===== config.mk =====
export PLATFORM = sky130hd
export DESIGN_NAME = axi_ll_tx_credit_fifo
export DESIGN_NICKNAME = d
export VERILOG_FILES = /design/src/rtl/axi_ll_tx_credit_fifo.sv
export SDC_FILE = /design/constraint.sdc
export NUM_CORES = 1
export LEC_CHECK = 0
export CORE_UTILIZATION = 35
export DETAILED_ROUTE_END_ITERATION = 8
export SKIP_LAST_GASP = 1
export SYNTH_ARGS = -nofsm -noshare
export SYNTH_HDL_FRONTEND = slang
export SYNTH_SLANG_ARGS = --single-unit

===== constraint.sdc =====
create_clock -name clk_wr -period 5.55 [get_ports clk_wr]
set_input_delay 1.11 -clock clk_wr [delete_from_list [all_inputs] [get_ports clk_wr]]
set_output_delay 1.11 -clock clk_wr [all_outputs]
set_load 0.1 [all_outputs]

===== src/rtl/axi_ll_tx_credit_fifo.sv =====
// Credit-gated transmit FIFO for one logic-link channel: buffers packed words and
// launches them toward the link while far-end credit exists. Stats via AXI_LL_TX_STATS_EN.
module axi_ll_tx_credit_fifo #(
    parameter int unsigned WIDTH        = 47,
    parameter int unsigned DEPTH        = 16,
    parameter int unsigned INIT_CREDITS = 8
) (
    input  logic                            clk_wr,
    input  logic                            rst_wr,
    input  logic                            user_vld,
    input  logic [WIDTH-1:0]                txfifo_data,
    output logic                            user_ready,
    input  logic                            tx_online,
    input  logic                            rx_credit_return,
    output logic                            tx_push,
    output logic [WIDTH-1:0]                tx_data,
    output logic [$clog2(DEPTH):0]          fifo_count,
    output logic [$clog2(INIT_CREDITS):0]   credit_count,
    output logic                            credit_err
`ifdef AXI_LL_TX_STATS_EN
    ,
    output logic [31:0]                     tx_word_cnt,
    output logic [15:0]                     stall_cnt
`endif
);

    localparam int unsigned PTR_W = $clog2(DEPTH);
    localparam int unsigned CNT_W = $clog2(DEPTH) + 1;
    localparam int unsigned CRD_W = $clog2(INIT_CREDITS) + 1;

    logic [WIDTH-1:0] mem_q [DEPTH];
    logic [PTR_W-1:0] wptr_q, wptr_d;
    logic [PTR_W-1:0] rptr_q, rptr_d;
    logic [CNT_W-1:0] cnt_q, cnt_d;
    logic [CRD_W-1:0] crd_q, crd_d;
    logic             tx_push_q, tx_push_d;
    logic [WIDTH-1:0] tx_data_q, tx_data_d;
    logic             err_q, err_d;
    logic             push_c, launch_c;
`ifdef AXI_LL_TX_STATS_EN
    logic [31:0]      word_cnt_q, word_cnt_d;
    logic [15:0]      stall_q, stall_d;
`endif

    // Handshake, launch decision and next-state for pointers, counters and outputs
    always_comb begin
        user_ready = tx_online && (cnt_q != CNT_W'(DEPTH));
        push_c     = user_vld && user_ready;
        launch_c   = tx_online && (cnt_q != '0) && (crd_q != '0);
        wptr_d     = wptr_q;
        rptr_d     = rptr_q;
        cnt_d      = cnt_q;
        crd_d      = crd_q;
        err_d      = err_q;
        tx_push_d  = launch_c;
        tx_data_d  = tx_data_q;

        if (push_c) wptr_d = wptr_q + PTR_W'(1);
        if (launch_c) begin
            rptr_d    = rptr_q + PTR_W'(1);
            tx_data_d = mem_q[rptr_q];
        end

        case ({push_c, launch_c})
            2'b10:   cnt_d = cnt_q + CNT_W'(1);
            2'b01:   cnt_d = cnt_q - CNT_W'(1);
            default: cnt_d = cnt_q;
        endcase

        // A return at full credit with no launch is a far-end protocol error
        case ({rx_credit_return, launch_c})
            2'b01:   crd_d = crd_q - CRD_W'(1);
            2'b10: begin
                if (crd_q == CRD_W'(INIT_CREDITS)) err_d = 1'b1;
                else                               crd_d = crd_q + CRD_W'(1);
            end
            default: crd_d = crd_q;
        endcase
    end

`ifdef AXI_LL_TX_STATS_EN
    always_comb begin
        word_cnt_d = tx_push_q ? (word_cnt_q + 32'd1) : word_cnt_q;
        stall_d    = stall_q;
        if (tx_online && (cnt_q != '0) && (crd_q == '0) && (stall_q != 16'hFFFF))
            stall_d = stall_q + 16'd1;
    end

    always_ff @(posedge clk_wr) begin
        if (rst_wr) begin
            word_cnt_q <= '0;
            stall_q    <= '0;
        end else begin
            word_cnt_q <= word_cnt_d;
            stall_q    <= stall_d;
        end
    end

    assign tx_word_cnt = word_cnt_q;
    assign stall_cnt   = stall_q;
`endif

    always_ff @(posedge clk_wr) begin
        if (rst_wr) begin
            wptr_q    <= '0;
            rptr_q    <= '0;
            cnt_q     <= '0;
            crd_q     <= CRD_W'(INIT_CREDITS);
            err_q     <= 1'b0;
            tx_push_q <= 1'b0;
            tx_data_q <= '0;
        end else begin
            wptr_q    <= wptr_d;
            rptr_q    <= rptr_d;
            cnt_q     <= cnt_d;
            crd_q     <= crd_d;
            err_q     <= err_d;
            tx_push_q <= tx_push_d;
            tx_data_q <= tx_data_d;
        end
    end

    // Storage array carries no reset; occupancy alone defines valid entries
    always_ff @(posedge clk_wr) begin
        if (!rst_wr && push_c) mem_q[wptr_q] <= txfifo_data;
    end

    assign tx_push      = tx_push_q;
    assign tx_data      = tx_data_q;
    assign fifo_count   = cnt_q;
    assign credit_count = crd_q;
    assign credit_err   = err_q;

endmodule


==> impl_metrics.env <==
export IMPL_status="completed"
export IMPL_fin_crit_sh_pct=73.2
export IMPL_cp_required_ns=4.44
export IMPL_worstMarginPinSlew_ns=1.23
export IMPL_ff2ff_setup_slack_ns=2.21
export IMPL_cts_resized=0
export IMPL_cts_buffers=84
export IMPL_finalSetupTns_ns=0
export IMPL_finClkSkew_ns=0.0231
export IMPL_ys_seq_elements=818
export IMPL_holdPathEnd="tx_data[21]$_SDFFE_PP0P_"
export IMPL_async_flop_share_pct=0
export IMPL_portBuffers=110
export IMPL_ant_nets=0
export IMPL_rr_startpoint="fifo_count[0]$_SDFFE_PP0P_"
export IMPL_globalplace_congestion=0.749
export IMPL_hold_start="tx_data[21]$_SDFFE_PP0P_"
export IMPL_setup_violations=0
export IMPL_synth_area_top_cells="edfxtp_1 (73%), mux4_2 (14%), dfxtp_1 (4.3%)"
export IMPL_antenna_found_initial=0
export IMPL_whs_ns=0.489
export IMPL_synth_fp_nets=1453
export IMPL_cts_hold_fix_buffers=0
export IMPL_start_kind="primary input"
export IMPL_dpl_hpwl_mm=38.5
export IMPL_final_common_cell="edfxtp_1"
export IMPL_io_pins=111
export IMPL_grt_usage_pct=15.4
export IMPL_fin_crit_ns=4.06
export IMPL_setup_ws_ns=1.49
export IMPL_netlist_area_mm2=0.0310
export IMPL_hold_depth=1
export IMPL_ys_warn_count=0
export IMPL_critical_path_class="in2out"
export IMPL_wl_mm=68.7
export IMPL_slew_headroom_pct=17.8
export IMPL_synthFlopType="edfxtp_1"
export IMPL_synth_top_cell_area_share_pct=72.9
export IMPL_ys_seq_area_share_pct=77.2
export IMPL_ff2ff_path_depth=9
export IMPL_start_util_pct=35.5
export IMPL_clock_latency_ns=0.63
export IMPL_synth_edf_count=752
export IMPL_mostFrequentLayoutCells="edfxtp_1 (752), mux4_2 (188), clkdlybuf4s50_1 (110)"
export IMPL_worst_ep_arrival_time_ns=2.95
export IMPL_fmax_ghz=0.246
export IMPL_design_core_area_mm2=0.0872
export IMPL_cts_setup_buffers=0
export IMPL_syn_avg_cell_area_um2=22.3
export IMPL_power_density_mw_per_mm2=461
export IMPL_r2r_end="fifo_count[4]$_SDFFE_PP0P_"
export IMPL_drive_gt1_share_pct=26.0
export IMPL_vias_per_cell=5.15
export IMPL_htreeDepth=3
export IMPL_first_global_vias=15100
export IMPL_wire_per_inst_um=24.8
export IMPL_dp_worst_setup_slack_ns=1.47
export IMPL_p_leak_nw=11.1
export IMPL_vias=14300
export IMPL_die_area_mm2=0.0897
export IMPL_grt_max_degree=90
export IMPL_std_cell_rows=108
export IMPL_drc_errors=0
export IMPL_cp_end_kind="output port"
export IMPL_yosys_area_top_type="edfxtp_1"
export IMPL_rsz0062_at_grt="false"
export IMPL_die_w_um=299
export IMPL_clockRootBuffer="clkbuf_16"
export IMPL_die_h_um=299
export IMPL_finalHoldViolCount=0
export IMPL_num_antenna_cells=0
export IMPL_slew_viol_final=0
export IMPL_ir_drop_mv=0.417
export IMPL_drt_iter0_drc=1096
export IMPL_path_clk_slew_ns=0.06
export IMPL_hold_class="reg2reg"
export IMPL_globalRouteOverflowTotal=0
export IMPL_tritoncts="done"
export IMPL_nNetsFinal=1614
export IMPL_drtPass1Iterations=5
export IMPL_cts_sinks=818
export IMPL_drv_cap=0
export IMPL_syn_inst=1388
export IMPL_cp_max_fo=5
export IMPL_synth_cell_type_count=43
export IMPL_syn2layout_area_growth_pct=17.4
export IMPL_grt_first_pass_wirelength_mm=102
export IMPL_cts_path_max_buffers=3
-- sequential cells by signal, indices dropped and copies added, names as in the netlist --
name / count
fifo_count: 5
mem_q: 752
credit_err: 1
wptr_q: 4
credit_count: 4
rptr_q: 4
tx_push: 1
tx_data: 47
-- power breakdown --
part	internal (W)	total, W	switching, W
Clock	0.00319	0.00549	0.00231
Combinational	0.00156	0.00405	0.00249
Sequential	0.00693	0.00721	0.000274
-- worst max-delay path, cell delays in order --
cell and delay [ns]:
clkdlybuf4s50_1 0.57, o21a_1 0.15, clkdlybuf4s50_1 1.12
-- through the flow --
| step | power (W) | area (um2) | utilization, % | cells |
|---|---|---|---|---|
| 5_1_grt | 0.0174 | 36400 | 41.7 | 2775 |
| 6_report | 0.0168 | 36400 | 41.7 | 2775 |
| 3_3_place_gp | 0.0114 | 33700 | 38.6 | 2618 |
| 3_5_place_dp | 0.0115 | 33700 | 38.6 | 2618 |
| 4_1_cts | 0.0170 | 36400 | 41.7 | 2775 |
| 2_1_floorplan | 0.0104 | 31000 | - | 1388 |
-- kinds of logic (layout without fill, tap and decap cells) --
group | after synthesis | count (layout) | share of synthesized area, %
flip-flops | 818 | 818 | 77.2
multiplexers | 290 | 290 | 17.2
AND/OR/NAND/NOR | 108 | 108 | 1.48
buffers and inverters | 80 | 312 | 1.28
AO/OA/AOI/OAI | 69 | 69 | 2.06
adder cells (fa/ha/maj) | 13 | 13 | 0.574
XOR/XNOR | 10 | 10 | 0.283
-- layout make-up --
class	instances	area (um2)
Clock inverter	38	344
Inverter	7	26.3
Fill cell	7533	50800
Multi-Input combinational cell	490	6810
Sequential cell	818	23900
Tap cell	1155	1450
Clock buffer	119	2340
Timing Repair Buffer	148	1490
-- cells in the mapped netlist (3+ instances only) --
| cell | count |
|---|---|
| a21oi_1 | 6 |
| a221o_1 | 47 |
| buf_1 | 8 |
| buf_2 | 26 |
| buf_4 | 3 |
| buf_6 | 7 |
| clkbuf_1 | 29 |
| dfxtp_1 | 66 |
| edfxtp_1 | 752 |
| ha_1 | 11 |
| inv_1 | 6 |
| mux2_2 | 49 |
| mux2i_1 | 53 |
| mux4_2 | 188 |
| nand2_1 | 7 |
| nor2_1 | 83 |
| nor2b_1 | 3 |
| xnor2_1 | 5 |
| xor2_1 | 5 |
-- layer usage --
layer  track usage [%]  vias to the layer above  part of all wire, %
li1                  -                     6149                    -
met1              20.1                     7674                   42
met2              26.7                      355                   52
met3              2.50                      105                  4.2
met4              4.41                        0                  2.4
met5                 0                        -                    0
-- worst max path at each step --
stage,slack [ns],cells after the start,start,end
after global placement,1.48,3,tx_online,user_ready
after CTS,1.47,3,tx_online,user_ready
after global routing,1.44,3,tx_online,user_ready
after floorplan,1.31,5,fifo_count[0]$_SDFFE_PP0P_,mem_q[12][0]$_DFFE_PP_
after detailed placement,1.47,3,tx_online,user_ready
final,1.49,3,tx_online,user_ready
(Power assumes the default switching activity.)
